==> config.mk <==
export PLATFORM = sky130hd
export DESIGN_NAME = press_classifier
export DESIGN_NICKNAME = d
export VERILOG_FILES = /design/src/rtl/press_classifier.sv
export SDC_FILE = /design/constraint.sdc
export NUM_CORES = 1
export LEC_CHECK = 0
export CAP_MARGIN = 10
export CORE_ASPECT_RATIO = 1.1
export CORE_MARGIN = 2
export CORE_UTILIZATION = 60
export CTS_CLUSTER_DIAMETER = 80
export CTS_CLUSTER_SIZE = 28
export DETAILED_ROUTE_END_ITERATION = 7
export PLACE_DENSITY = 0.9
export SYNTH_ARGS = -nofsm -noshare
export SYNTH_HDL_FRONTEND = slang
export SYNTH_SLANG_ARGS = --single-unit
==> constraint.sdc <==
create_clock -name clk -period 3.9 [get_ports clk]
set_input_delay 0.78 -clock clk [delete_from_list [all_inputs] [get_ports clk]]
set_output_delay 0.78 -clock clk [all_outputs]
set_load 0.05 [all_outputs]
==> src/rtl/press_classifier.sv <==
// press_classifier: turns debounced press/release pulses into short, double, long and repeat events.
module press_classifier #(
    parameter int TICK_DIV  = 12000,
    parameter int LONG_MS   = 400,
    parameter int DOUBLE_MS = 250,
    parameter int REPEAT_MS = 100
) (
    input  logic        clk,
    input  logic        rst_n,
    input  logic        pb_down,
    input  logic        pb_up,
    input  logic        pb_state,
    output logic        short_pulse,
    output logic        double_pulse,
    output logic        long_pulse,
    output logic        repeat_pulse,
    output logic [16:0] press_ms,
    output logic        busy
);
    localparam logic [15:0] TICK_LAST = 16'(TICK_DIV - 1);
    localparam logic [16:0] LONG_V    = 17'(LONG_MS);
    localparam logic [16:0] DOUBLE_V  = 17'(DOUBLE_MS);
    localparam logic [16:0] REPEAT_V  = 17'(REPEAT_MS);

    typedef enum logic [1:0] {IDLE, PRESSED, LONG_HELD, WAIT_DOUBLE} state_t;
    state_t state, state_nx;

    logic [15:0] presc;
    logic [16:0] dur, dur_inc, win, rep;
    logic        second, ms_tick, up, accept, in_p, in_l, in_w;
    logic        long_hit, win_hit, rep_hit;
    logic        short_nx, double_nx, long_nx, repeat_nx;

    assign ms_tick  = presc == TICK_LAST;
    // a simultaneous pb_down always masks pb_up
    assign up       = pb_up & ~pb_down;
    assign in_p     = state == PRESSED;
    assign in_l     = state == LONG_HELD;
    assign in_w     = state == WAIT_DOUBLE;
    assign accept   = pb_down & (state == IDLE | in_w);
    assign dur_inc  = (ms_tick && dur != '1) ? dur + 17'd1 : dur;
    assign long_hit = ms_tick && dur_inc == LONG_V;
    assign win_hit  = ms_tick && (win + 17'd1) == DOUBLE_V;
    assign rep_hit  = REPEAT_MS != 0 && ms_tick && (rep + 17'd1) == REPEAT_V;

    always_ff @(posedge clk or negedge rst_n) begin
        if (!rst_n) state <= IDLE;
        else        state <= state_nx;
    end

    always_comb begin
        state_nx = state;
        case (state)
            IDLE:        state_nx = pb_down ? PRESSED : IDLE;
            PRESSED:     state_nx = up ? ((second || DOUBLE_MS == 0) ? IDLE : WAIT_DOUBLE)
                                  : pb_state ? IDLE : long_hit ? LONG_HELD : PRESSED;
            LONG_HELD:   state_nx = (up || pb_state) ? IDLE : LONG_HELD;
            WAIT_DOUBLE: state_nx = pb_down ? PRESSED : win_hit ? IDLE : WAIT_DOUBLE;
            default:     state_nx = IDLE;
        endcase
    end

    always_comb begin
        long_nx   = in_p && !up && !pb_state && long_hit;
        double_nx = in_p && up && second;
        repeat_nx = in_l && !up && !pb_state && rep_hit;
        // a second press that goes long reports the first press late
        short_nx  = (in_p && up && !second && DOUBLE_MS == 0) || (long_nx && second) || (in_w && win_hit);
    end

    always_ff @(posedge clk or negedge rst_n) begin
        if (!rst_n) begin
            presc        <= '0;
            dur          <= '0;
            win          <= '0;
            rep          <= '0;
            second       <= 1'b0;
            press_ms     <= '0;
            short_pulse  <= 1'b0;
            double_pulse <= 1'b0;
            long_pulse   <= 1'b0;
            repeat_pulse <= 1'b0;
            busy         <= 1'b0;
        end else begin
            presc        <= (accept || ms_tick) ? '0 : presc + 16'd1;
            dur          <= accept ? '0 : (in_p || in_l) ? dur_inc : dur;
            win          <= (in_p && up) ? '0 : (in_w && ms_tick) ? win + 17'd1 : win;
            rep          <= long_nx ? '0 : (in_l && ms_tick) ? (rep_hit ? '0 : rep + 17'd1) : rep;
            second       <= (in_w && pb_down) ? !win_hit : (state == IDLE) ? 1'b0 : second;
            press_ms     <= ((in_p || in_l) && up) ? dur_inc : press_ms;
            short_pulse  <= short_nx;
            double_pulse <= double_nx;
            long_pulse   <= long_nx;
            repeat_pulse <= repeat_nx;
            busy         <= state_nx != IDLE;
        end
    end
endmodule

==> metrics.txt, run 1 <==
Post-Syn Area 0.00521 mm2; switching power 654 uW; pwr dens 350 mW/mm2; RSZ-0062 raised after global routing false; Required @ worst endpoint 4.17 ns; worst vdd ir 281 uV; share of power burned in registers 0.511; Critical Path Start dur[8]; Antenna Nets Post-Route 0; initial antenna violation count 0; Post-synth EDFFs 0; clk root buf clkbuf_8; ratio of cells with drive above 1 in the final layout 0.0706; # clock sinks 92; max layer used met4; synth unique cells 53; fin. max-slew vios 0; Core Footprint 0.00841 mm2; Sw Share 0.323; Clock Latency Late Sink 0.38 ns; Initial Util 0.620; Nets 606; initial detailed-routing violation count 268; reg2reg path depth 15; Port-buffer cells 26; area grow syn2layout 10.9%; crit path kind reg2reg; CP Capture Point rep[8]; CTS Buf Count 9; hold_buf cts 0; syn_nets 579; Crit path arrival time 3.86 ns; part of the power in combinational logic 0.190; post-route minimum period 3.59 ns; Die Ht 102 um; DIE AREA 0.00945 mm2; setup TNS 0 ns; die width 92.8 um; via/cell ratio 5.98; Ant. Diodes 0; DP HPWL 7670 um; Final period util 0.920; Max Root-Sink Buffers 2; FF-to-FF End rep[8]; Final Util 0.687; RD Place Congestion 0.876; Synth Warn # 0; clock network power share 0.298; clock-pin slew on the worst setup and hold paths 0.10 ns; M1 WL 4900 um; max_slew headroom 0.375; Post-Syn Area per Cell 9.25 um2; cells after synthesis 563; measured slew at the worst slew-check pin 0.935 ns; outcome completed; total internal power 1370 uW; First-pass DRT Iterations 4; # setup viols final 0; global-route wire length before repair 18700 um; Yosys reg bits 92; DRT Wirelength 11300 um; most common flop cell mapped by yosys dfrtp_1; CTS tree done; worst reg2reg startpoint dur[8]; r2r setup slk 0.31 ns; DRC viols 0; Worst Hold Class in2async; htree depth 3; Final Hold Violating Endpoints 0; largest net degree at the start of global routing 66; vias in the first global route 3976; Overflow after GRT 0; Crit. End Element flop; crit path launch type flop; number of top-level pins 27; Met2 Wirelength 5570 um; sequential share of the synthesized area 0.442; asr flop ratio synth 1.00; Leak 0.00243 uW; Max Fclk 0.279 GHz; WL/cell 15.9 um; routed wl met3 404 um; Layout Skew 0.0109 ns; Core Rows 35; Vias 4223; total global-route track usage 0.251; Critical Path Fanout Max 11; max-cap viol count 0
==> Yosys cell counts (7+ instances only) <==
cell type  number  area share
nand4_1        21       0.025
xnor2_1        25       0.042
mux2i_1        21       0.040
o21ai_0        27       0.026
or3_1           7      0.0084
ha_1           11       0.026
xor2_1         37       0.062
and3_1         10       0.012
nand2b_1       22       0.026
nand3_1        26       0.025
clkbuf_1       17       0.012
a21oi_1        17       0.016
nand2_1        61       0.044
inv_1          14       0.010
nor3_1         22       0.021
dfrtp_1        92        0.44
nor2_1         64       0.046
nor4_1         10       0.012
==> critical path: stages, from the launching register on <==
cell and delay [ns]:
dfrtp_1 0.46, and3_1 0.23, nand2_1 0.11, nor2_1 0.08, nand3_1 0.10, nor3_1 0.06, ha_1 0.25, nand3b_1 0.23
nor4b_4 0.39, nand4_4 0.18, xor2_1 0.23, a2111oi_4 0.32, o2111ai_2 0.23, nor3_4 0.30, buf_4 0.24, nor2_1 0.07
==> how the worst min path moves through the flow <==
stage	cells past startpoint	slack [ns]	end
floorplan	1	0.45	presc[0]
global placement	2	0.46	press_ms[12]
detailed placement	2	0.47	press_ms[9]
CTS	2	0.49	press_ms[9]
global route	2	0.52	press_ms[16]
finish	1	0.48	long_pulse
==> power groups by stage <==
| stage | Sequential, uW | Combinational, uW | Clock (uW) |
|---|---|---|---|
| finish | 1030 | 385 | 603 |
| global route | 1040 | 420 | 649 |
| CTS | 1030 | 387 | 604 |
| detailed placement | 1050 | 384 | 0 |
| global placement | 1050 | 368 | 0 |
| floorplan | 1060 | 273 | 0 |
==> repair_timing <==
| item | 4_1_cts | 5_1_grt |
|---|---|---|
| gates resized for setup | 0 | 1 |
| setup buffers | 0 | 2 |
| setup endpoints to repair | 0 | 11 |
==> cells in the final DEF (no fill, tap or decap), drive strengths merged, types with 5 or more instances in the layout <==
| master | instances |
|---|---|
| mux2i | 21 |
| nor4 | 11 |
| or3 | 7 |
| nand3 | 26 |
| nor2b | 5 |
| dfrtp | 92 |
| clkbuf | 9 |
| a21oi | 17 |
| o21ai | 27 |
| nand3b | 5 |
| nand2b | 22 |
| xor2 | 37 |
| nor2 | 65 |
| nor3 | 23 |
| inv | 16 |
| and3 | 10 |
| nand2 | 61 |
| clkdlybuf4s50 | 25 |
| ha | 11 |
| xnor2 | 25 |
| buf | 10 |
| nand4 | 22 |
==> per-layer routing <==
layer,track usage,vias to the layer above
li1,-,2013
met1,0.324,2064
met2,0.414,110
met3,0.0476,36
met4,0.117,0
met5,0,-
==> final cells by class <==
type                            instances  area (um2)
Inverter                               14        52.6
Timing Repair Buffer                   35         325
Multi-Input combinational cell        438        2780
Fill cell                             627        2630
Sequential cell                        92        2300
Clock inverter                          7        51.3
Clock buffer                            9         124
Tap cell                              111         139
==> per-stage QoR <==
step | worst slack [ns] | hold slack [ns] | std cells | instance area (um2) | power, uW
floorplan | 0.796 | 0.455 | 563 | 5210 | 1330
global placement | 0.476 | 0.465 | 688 | 5580 | 1410
global route | 0.0411 | 0.520 | 706 | 5780 | 2110
finish | 0.312 | 0.485 | 706 | 5780 | 2020
detailed placement | 0.201 | 0.471 | 688 | 5580 | 1440
CTS | 0.136 | 0.493 | 704 | 5760 | 2020
==> registers in the layout, indices dropped and copies added (netlist names) <==
name          flops
dur              17
repeat_pulse      1
double_pulse      1
state             2
second            1
presc            16
busy              1
win              17
press_ms         17
rep              17
long_pulse        1
short_pulse       1
==> cell families after synthesis <==
family,after synthesis,share of synthesized area
buffers and inverters,33,0.0252
flip-flops,92,0.442
AND/OR/NAND/NOR,279,0.282
AO/OA/AOI/OAI,64,0.0776
adder cells (fa/ha/maj),11,0.0264
XOR/XNOR,62,0.104
multiplexers,22,0.0425
Note: power is estimated with default switching activity, not from simulation.
==> run 2: changes to the inputs <==
--- a/config.mk
+++ b/config.mk
@@ -7,7 +7,6 @@
 export LEC_CHECK = 0
 export CAP_MARGIN = 10
 export CORE_ASPECT_RATIO = 1.1
-export CORE_MARGIN = 2
 export CORE_UTILIZATION = 60
 export CTS_CLUSTER_DIAMETER = 80
 export CTS_CLUSTER_SIZE = 28
==> run 2 against run 1 <==
  * Routed wire length is 2.6% lower
  * Cell count is 0.14% higher
  * Non-clock buffer count is 2 higher
  * Combinational power hardly changed
  * Sequential power hardly changed
  * Largest power group unchanged
  * Final area is 1.2% higher
  * Clock power is 26% higher
  * Critical path depth stayed put
  * Die area is 4.1% lower
  * Worst hold slack worse by 0.017 ns
  * First-iteration DRC count is 46% higher
==> metrics.txt, run 2 (synthesized netlist as in run 1, its figures left out) <==
hold_buf cts 0; RD Place Congestion 0.912; DIE AREA 0.00906 mm2; Crit. End Element flop; post-route cell area 0.00585 mm2; via/cell ratio 5.97; Core Footprint 0.00841 mm2; most common cell after layout, fill and taps aside dfrtp_1; worst vdd ir 228 uV; Leak 0.00246 uW; Required @ worst endpoint 4.15 ns; CTS resizes 0; CTS Buf Count 9; WL/cell 15.5 um; DRT Wirelength 11000 um; Layout Skew 0.00941 ns; Initial Util 0.620; outcome completed; Ant. Diodes 0; Critical Path Fanout Max 11; ratio of cells with drive above 1 in the final layout 0.0705; crit path launch type flop; die width 90.8 um; part of the power in combinational logic 0.177; Sw Share 0.285; share of power burned in registers 0.473; Die Ht 99.7 um; # setup viols final 0; global-route wire length before repair 18500 um; total internal power 1560 uW; Layout Cells excl Fill 707; clock-pin slew on the worst setup and hold paths 0.09 ns; Worst Hold Class in2async; Max Root-Sink Buffers 2; CTS tree done; largest net degree at the start of global routing 61; dpl cells 689; Core Rows 35; Crit path arrival time 3.88 ns; vias in the first global route 4031; fin. max-slew vios 0; initial detailed-routing violation count 391; # clock sinks 92; switching power 622 uW; Overflow after GRT 0; measured slew at the worst slew-check pin 1.03 ns; total global-route track usage 0.255; max_slew headroom 0.309; Placed Area 0.00559 mm2; First-pass DRT Iterations 6; htree depth 3; clock network power share 0.349; DRC viols 0; Max Fclk 0.275 GHz; number of top-level pins 27; clk root buf clkbuf_8; Port-buffer cells 26; pwr dens 373 mW/mm2; Clock Latency Late Sink 0.36 ns; crit path kind reg2reg; max-cap viol count 0; area grow syn2layout 12.2%; Final Hold Violating Endpoints 0; Final Util 0.696; Antenna Nets Post-Route 0; Final period util 0.931; DP HPWL 7750 um; most frequent cells in the layout 92 x dfrtp_1, 64 x nor2_1, 61 x nand2_1; Vias 4224; initial antenna violation count 0; Nets 608; post-route minimum period 3.63 ns
-- run 2: area by class of cell --
cell class	count	area, um2
Sequential cell	92	2300
Tap cell	111	139
Inverter	14	52.6
Fill cell	635	2560
Clock buffer	9	124
Timing Repair Buffer	37	340
Multi-Input combinational cell	438	2780
Clock inverter	6	114
-- run 2: what timing repair did --
item | in CTS | in global routing
endpoints found under the setup margin | 0 | 11
buffers inserted | 0 | 3
endpoints found under the hold margin | 0 | 0
-- run 2: critical path, cell delays in order (launching register included) --
cell and delay, ns:
dfrtp_1 0.45, and3_1 0.26, nand2_1 0.09, nor2_1 0.19, nand3_1 0.14, nor3_1 0.20, ha_1 0.28, nand4b_1 0.17
xnor2_1 0.09, nor4_1 0.21, nand3_1 0.17, a2111oi_4 0.39, o2111ai_2 0.25, nor3_4 0.32, buf_4 0.23, nor2_1 0.07
-- run 2: worst paths after layout --
kind	from	slack (ns)	endpoint	cells past startpoint
max	dur[7]	0.27	rep[11]	15
min	rst_n	0.47	rep[9]	1
max reg2reg	dur[7]	0.27	rep[11]	15
min reg2reg	presc[0]	0.49	presc[0]	1
max in group asynchronous	rst_n	2.67	presc[7]	2
min in group clk	presc[0]	0.49	presc[0]	1
-- run 2: per-stage QoR --
step / power [uW] / hold WS (ns) / setup TNS [ns] / setup WS [ns]
global placement: 1420 / 0.465 / 0 / 0.482
finish: 2180 / 0.468 / 0 / 0.268
CTS: 2190 / 0.491 / 0 / 0.215
detailed placement: 1430 / 0.470 / 0 / 0.254
floorplan: 1330 / 0.455 / 0 / 0.796
global route: 2260 / 0.515 / -0.0755 / -0.0178
-- run 2: power by group through the flow --
stage	Sequential [uW]	Clock [uW]	Combinational [uW]
2_1_floorplan	1060	0	273
3_3_place_gp	1050	0	369
3_5_place_dp	1050	0	383
4_1_cts	1030	771	385
5_1_grt	1040	805	420
6_report	1030	762	387
-- run 2: per-layer routing --
metal / track usage / routed length (um)
met5: 0 / 0
met4: 0.0989 / 272
met3: 0.0436 / 463
met2: 0.439 / 5520
met1: 0.323 / 4700
